==> config.mk <==
export PLATFORM = sky130hd
export DESIGN_NAME = cc_bin2bcd_seq
export DESIGN_NICKNAME = d
export VERILOG_FILES = /design/src/rtl/cc_display_pkg.sv /design/src/rtl/cc_bcd_adj3.sv /design/src/rtl/cc_bin2bcd_seq.sv
export SDC_FILE = /design/constraint.sdc
export NUM_CORES = 1
export LEC_CHECK = 0
export BUFFER_PORTS_ARGS = -buffer_cell sky130_fd_sc_hd__buf_4
export CORE_UTILIZATION = 36
export DETAILED_ROUTE_END_ITERATION = 8
export HOLD_SLACK_MARGIN = 0.1
export PLACE_DENSITY = 0.59
export SYNTH_ARGS = -nofsm -noshare
export SYNTH_HDL_FRONTEND = slang
export SYNTH_SLANG_ARGS = --single-unit
export TNS_END_PERCENT = 50
==> constraint.sdc <==
create_clock -name CC_BIN2BCD_CLOCK_50 -period 2.67 [get_ports CC_BIN2BCD_CLOCK_50]
set_input_delay 0.267 -clock CC_BIN2BCD_CLOCK_50 [delete_from_list [all_inputs] [get_ports CC_BIN2BCD_CLOCK_50]]
set_output_delay 0.267 -clock CC_BIN2BCD_CLOCK_50 [all_outputs]
set_load 0.05 [all_outputs]
==> src/rtl/cc_display_pkg.sv <==
// cc_display_pkg
// Constants and types shared by the binary-to-BCD converter and the
// four-digit seven-segment display path.
//   DIGIT_W    : bits per decimal digit
//   NUM_DIGITS : digits on the display
//   BCD_DASH   : digit code the display decoder renders as '-'
//   MAX_DEC    : largest value that fits on four decimal digits
//   state_t    : converter FSM states
package cc_display_pkg;

  localparam int          DIGIT_W    = 4;
  localparam int          NUM_DIGITS = 4;
  localparam logic [3:0]  BCD_DASH   = 4'hF;
  localparam int unsigned MAX_DEC    = 9999;

  typedef enum logic [1:0] {
    IDLE  = 2'd0,
    SHIFT = 2'd1,
    DONE  = 2'd2
  } state_t;

endpackage

==> src/rtl/cc_bcd_adj3.sv <==
// cc_bcd_adj3
// Combinational digit adjust for the shift-add-3 algorithm: a nibble of 5 or
// more gets 3 added, so that the following left shift carries into the next
// decimal digit exactly when the digit reaches 10.
//   nibble   in  4  BCD scratch digit before the shift
//   adjusted out 4  digit after the conditional +3
module cc_bcd_adj3 (
  input  logic [3:0] nibble,
  output logic [3:0] adjusted
);

  always_comb begin
    adjusted = nibble;
    if (nibble >= 4'd5) begin
      adjusted = nibble + 4'd3;
    end
  end

endmodule

==> src/rtl/cc_bin2bcd_seq.sv <==
// cc_bin2bcd_seq
// Sequential binary-to-BCD converter, one binary bit per clock, feeding the
// four-digit seven-segment multiplexer. Values above 9999 are shown as "----".
//   CC_BIN2BCD_CLOCK_50    in  1     system clock, rising edge
//   CC_BIN2BCD_RESET_InLow in  1     asynchronous active-low reset
//   CC_BIN2BCD_start       in  1     conversion request, honoured only in IDLE
//   CC_BIN2BCD_bin         in  IN_W  unsigned value, captured with start
//   CC_BIN2BCD_busy        out 1     high in SHIFT and DONE
//   CC_BIN2BCD_done        out 1     one-cycle pulse, new digits valid with it
//   CC_BIN2BCD_ovf         out 1     last value exceeded 9999
//   CC_BIN2BCD_bcd0..bcd3  out 4     units .. thousands digits (registered)
module cc_bin2bcd_seq
  import cc_display_pkg::*;
#(
  parameter int IN_W = 14
) (
  input  logic            CC_BIN2BCD_CLOCK_50,
  input  logic            CC_BIN2BCD_RESET_InLow,
  input  logic            CC_BIN2BCD_start,
  input  logic [IN_W-1:0] CC_BIN2BCD_bin,
  output logic            CC_BIN2BCD_busy,
  output logic            CC_BIN2BCD_done,
  output logic            CC_BIN2BCD_ovf,
  output logic [3:0]      CC_BIN2BCD_bcd0,
  output logic [3:0]      CC_BIN2BCD_bcd1,
  output logic [3:0]      CC_BIN2BCD_bcd2,
  output logic [3:0]      CC_BIN2BCD_bcd3
);

  localparam int SCR_W = DIGIT_W * NUM_DIGITS;
  localparam int CNT_W = $clog2(IN_W);

  state_t            state_reg;
  logic [CNT_W-1:0]  cnt_reg;
  logic [IN_W-1:0]   bin_reg;
  logic [SCR_W-1:0]  scr_reg;
  logic              ovf_pending_reg;
  logic              busy_reg;
  logic              done_reg;
  logic              ovf_reg;
  logic [SCR_W-1:0]  bcd_reg;

  logic [SCR_W-1:0]  scr_adj;
  logic [SCR_W-1:0]  scr_next;
  logic [31:0]       bin_ext;

  // Digit adjust on every scratch nibble before the shift.
  generate
    for (genvar gi = 0; gi < NUM_DIGITS; gi++) begin : g_adj
      cc_bcd_adj3 u_adj (
        .nibble   (scr_reg[gi*DIGIT_W +: DIGIT_W]),
        .adjusted (scr_adj[gi*DIGIT_W +: DIGIT_W])
      );
    end
  endgenerate

  // Left shift of {scratch, binary}; the MSB of the adjusted scratch falls
  // off, which only happens for values that will be dashed anyway.
  assign scr_next = {scr_adj[SCR_W-2:0], bin_reg[IN_W-1]};
  assign bin_ext  = 32'(CC_BIN2BCD_bin);

  always_ff @(posedge CC_BIN2BCD_CLOCK_50 or negedge CC_BIN2BCD_RESET_InLow) begin
    if (!CC_BIN2BCD_RESET_InLow) begin
      state_reg       <= IDLE;
      cnt_reg         <= '0;
      bin_reg         <= '0;
      scr_reg         <= '0;
      ovf_pending_reg <= 1'b0;
      busy_reg        <= 1'b0;
      done_reg        <= 1'b0;
      ovf_reg         <= 1'b0;
      bcd_reg         <= '0;
    end else begin
      case (state_reg)
        IDLE: begin
          done_reg <= 1'b0;
          if (CC_BIN2BCD_start) begin
            bin_reg         <= CC_BIN2BCD_bin;
            scr_reg         <= '0;
            cnt_reg         <= CNT_W'(IN_W - 1);
            ovf_pending_reg <= (bin_ext > MAX_DEC);
            busy_reg        <= 1'b1;
            state_reg       <= SHIFT;
          end
        end

        SHIFT: begin
          scr_reg <= scr_next;
          bin_reg <= {bin_reg[IN_W-2:0], 1'b0};
          cnt_reg <= cnt_reg - 1'b1;
          if (cnt_reg == '0) begin
            // Output registers move only here, so the display never sees
            // intermediate scratch values.
            state_reg <= DONE;
            done_reg  <= 1'b1;
            ovf_reg   <= ovf_pending_reg;
            bcd_reg   <= ovf_pending_reg ? {NUM_DIGITS{BCD_DASH}} : scr_next;
          end
        end

        DONE: begin
          done_reg  <= 1'b0;
          busy_reg  <= 1'b0;
          state_reg <= IDLE;
        end

        default: begin
          done_reg  <= 1'b0;
          busy_reg  <= 1'b0;
          state_reg <= IDLE;
        end
      endcase
    end
  end

  assign CC_BIN2BCD_busy = busy_reg;
  assign CC_BIN2BCD_done = done_reg;
  assign CC_BIN2BCD_ovf  = ovf_reg;
  assign CC_BIN2BCD_bcd0 = bcd_reg[3:0];
  assign CC_BIN2BCD_bcd1 = bcd_reg[7:4];
  assign CC_BIN2BCD_bcd2 = bcd_reg[11:8];
  assign CC_BIN2BCD_bcd3 = bcd_reg[15:12];

endmodule

==> out/results.txt <==
min Tclk post-route: 1.79 ns
Place WS: 0.876 ns
WS Path Type: reg -> reg
Netlist cell types: 34
Hold EP: bin_reg[0]$_DFFE_PN0P_
clock sinks: 56
HP Start: CC_BIN2BCD_bin[0]
placer congestion estimate: 0.784
total setup buffers inserted after CTS: 0
Post-Syn Area: 0.00271 sq mm
initial core utilization: 37.3%
H-tree levels: 2
max-capacitance violation count: 0
DIE HEIGHT: 88.7 microns
initial drt markers: 122
initial antenna violation count: 0
CP max FO: 25
hold_buf cts: 1
CP Capture Type: register
Vias per Instance: 4.82
status: completed
Hold Violations, Final: 0
reg2reg path depth: 4
worst vdd ir: 0.000360 V
crit path cell chain: nand2b_1, nor3_1, o21ai_0, o21ai_0
Largest stage delay, worst path: 0.80 ns
RSZ-0062 raised after global routing: no
Routed Antenna Nets: 0
FF+latch area: 0.00140 sq mm
dpl hpwl: 3630 microns
layout cells sized above 1: 19.5%
Achievable Freq: 558 MHz
worst setup margin: 0.878 ns
Row Count: 31
Main synth FF type: dfrtp_1
async set-reset flop share out of synthesis: 100%
Slew Viols, Final: 0
CTS Buf Count: 5
setup violators final: 0
Max Clock Skew: 0.00642 ns
post-DR wirelength/cell: 13.2 microns
largest net degree at the start of global routing: 57
FF+latch count, synth: 56
P per Cell Area: 1280 mW/mm^2
Leak: 0.00139 uW
critical-path cell with the highest stage delay: nand2b_1
IO Count: 36
Overflow after GRT: 0
global-route wire length before repair: 8950 microns
YS warnings: 0
sequential share of the synthesized area: 51.8%
Worst setup SP type: register
area delta synth->final: 15.4%
fin crit share: 67.1%
# diodes: 0
Gates resized, CTS repair: 0
Post-synth EDFFs: 0
Slew Limit Headroom: 33.2%
WHS Path Cells: 3
Worst-Skew Late Latency: 0.30 ns
Top delay family on crit path: simple AND/OR/NAND/NOR gates
DRC violations left: 0
Fillers: 727
Worst-Margin Slew: 1.00 ns
port bufs: 35
area of the multi-input gates: 0.00116 sq mm
CP dominant cell by count: o21ai_0
Hold Crit Class: in -> reg
Fin Setup TNS: 0 ns
vias post-DR: 1912
reg-to-reg critical path endpoint: scr_reg[15]$_DFFE_PN0P_
CTS root buf: clkbuf_8
Worst Path Required: 2.81 ns
Worst R2R Setup Slack: 0.88 ns
mean post-synth cell area: 10.2 sq um
Synth Instances: 264
die area: 0.00787 sq mm
vias in the first global route: 1827
Syn Nets: 290
drt total wl: 5240 microns
fin nets: 326
CTS clock-pin slew for the worst setup and hold paths: 0.09 ns
total core area: 0.00725 sq mm
Global Route Usage Sum: 14.8%
Die X: 88.7 microns
CTS tree: yes
reg2reg start: state_reg[1]$_DFFE_PN0P_
number of buffers and inverters on the critical path: 0
clk buf depth: 2
DR pass1 iterations: 4
CP arrival: 1.93 ns
-- power by group --
group | internal [uW] | switching [uW]
sequential | 1240 | 306
combinational | 794 | 1250
clock | 170 | 252
total | 2200 | 1810
-- area by class of cell --
class | count | share of cell area [%]
well taps | 99 | 3.97
repair buffers | 40 | 9.70
clock buffers | 5 | 2.20
inverters | 13 | 1.96
multi-input cells | 184 | 37.3
flip-flops and latches | 56 | 44.9
-- per-layer routing --
| metal | part of all wire [%] | up-vias | global-route usage, % |
|---|---|---|---|
| met2 | 44 | 25 | 22.9 |
| met1 | 53 | 910 | 21.2 |
| met3 | 2.1 | 4 | 3.08 |
| met4 | 0.94 | 0 | 3.52 |
| met5 | 0 | - | 0 |
| li1 | - | 973 | - |
-- cells in the final DEF (no fill, tap or decap), types with 2 or more instances in the layout --
cell	netlist	routed
buf_4	3	39
inv_1	12	12
a22o_1	5	5
nand2b_1	10	10
o21ai_0	40	40
nor2b_1	2	2
nand2_1	33	33
nand3b_1	2	2
nor3b_1	3	3
a21oi_2	3	3
o22a_1	4	4
mux2i_1	12	12
xnor2_1	5	5
mux2_2	4	4
dfrtp_1	56	56
o21ai_1	2	2
a21oi_1	13	13
nor3_1	8	8
ha_1	9	9
nor4_1	2	2
clkbuf_8	0	5
nor2_1	18	18
-- Yosys cell counts, drive strengths merged (2+ instances only) --
master,n,area share (%)
clkbuf,4,0.55
nor2,19,2.9
a22o,5,1.6
nor4,2,0.46
inv,12,1.7
nor3b,4,1.5
o22a,4,1.3
dfrtp,56,52
a21oi,16,3.4
nand2,34,5.3
mux2i,12,4.4
mux2,4,1.7
ha,9,4.2
buf,7,2.3
o21ai,42,7.8
nand2b,11,2.8
nor2b,2,0.46
nand3b,2,0.55
nor3,8,1.5
xnor2,5,1.6
-- per-stage QoR --
| stage | instance area [sq um] | power [uW] | hold slack [ns] | instances | utilization [%] |
|---|---|---|---|---|---|
| 6_report | 3120 | 4010 | 0.222 | 397 | 43.1 |
| 5_1_grt | 3120 | 4350 | 0.245 | 397 | 43.1 |
| 4_1_cts | 3120 | 4050 | 0.222 | 397 | 43.1 |
| 3_5_place_dp | 3040 | 3620 | 0.371 | 391 | 42.0 |
| 3_3_place_gp | 3040 | 3570 | 0.371 | 391 | 42.0 |
| 2_1_floorplan | 2710 | 3090 | -0.0286 | 264 | - |
-- logic make-up after synthesis --
group	Yosys count	synth area share (%)
XOR/XNOR	5	1.62
AND/OR/NAND/NOR	84	16.0
adder cells (fa/ha/maj)	9	4.16
AO/OA/AOI/OAI	70	15.1
flip-flops	56	51.8
multiplexers	16	6.11
buffers and inverters	24	5.13
-- how the worst max path moves through the flow --
stage | start | to | slack, ns | cells after the start
floorplan | scr_reg[0]$_DFFE_PN0P_ | scr_reg[2]$_DFFE_PN0P_ | 1.15 | 5
global placement | state_reg[1]$_DFFE_PN0P_ | scr_reg[7]$_DFFE_PN0P_ | 0.99 | 4
detailed placement | state_reg[1]$_DFFE_PN0P_ | scr_reg[7]$_DFFE_PN0P_ | 0.88 | 4
CTS | state_reg[1]$_DFFE_PN0P_ | scr_reg[7]$_DFFE_PN0P_ | 0.88 | 4
global route | state_reg[1]$_DFFE_PN0P_ | scr_reg[15]$_DFFE_PN0P_ | 0.65 | 4
finish | state_reg[1]$_DFFE_PN0P_ | scr_reg[15]$_DFFE_PN0P_ | 0.88 | 4
-- worst register-to-register path: stages, from the launching register on --
cell,delay [ns]
dfrtp_1,0.44
nand2b_1,0.80
nor3_1,0.11
o21ai_0,0.18
o21ai_0,0.10
Note: power is estimated with default switching activity, not from simulation.
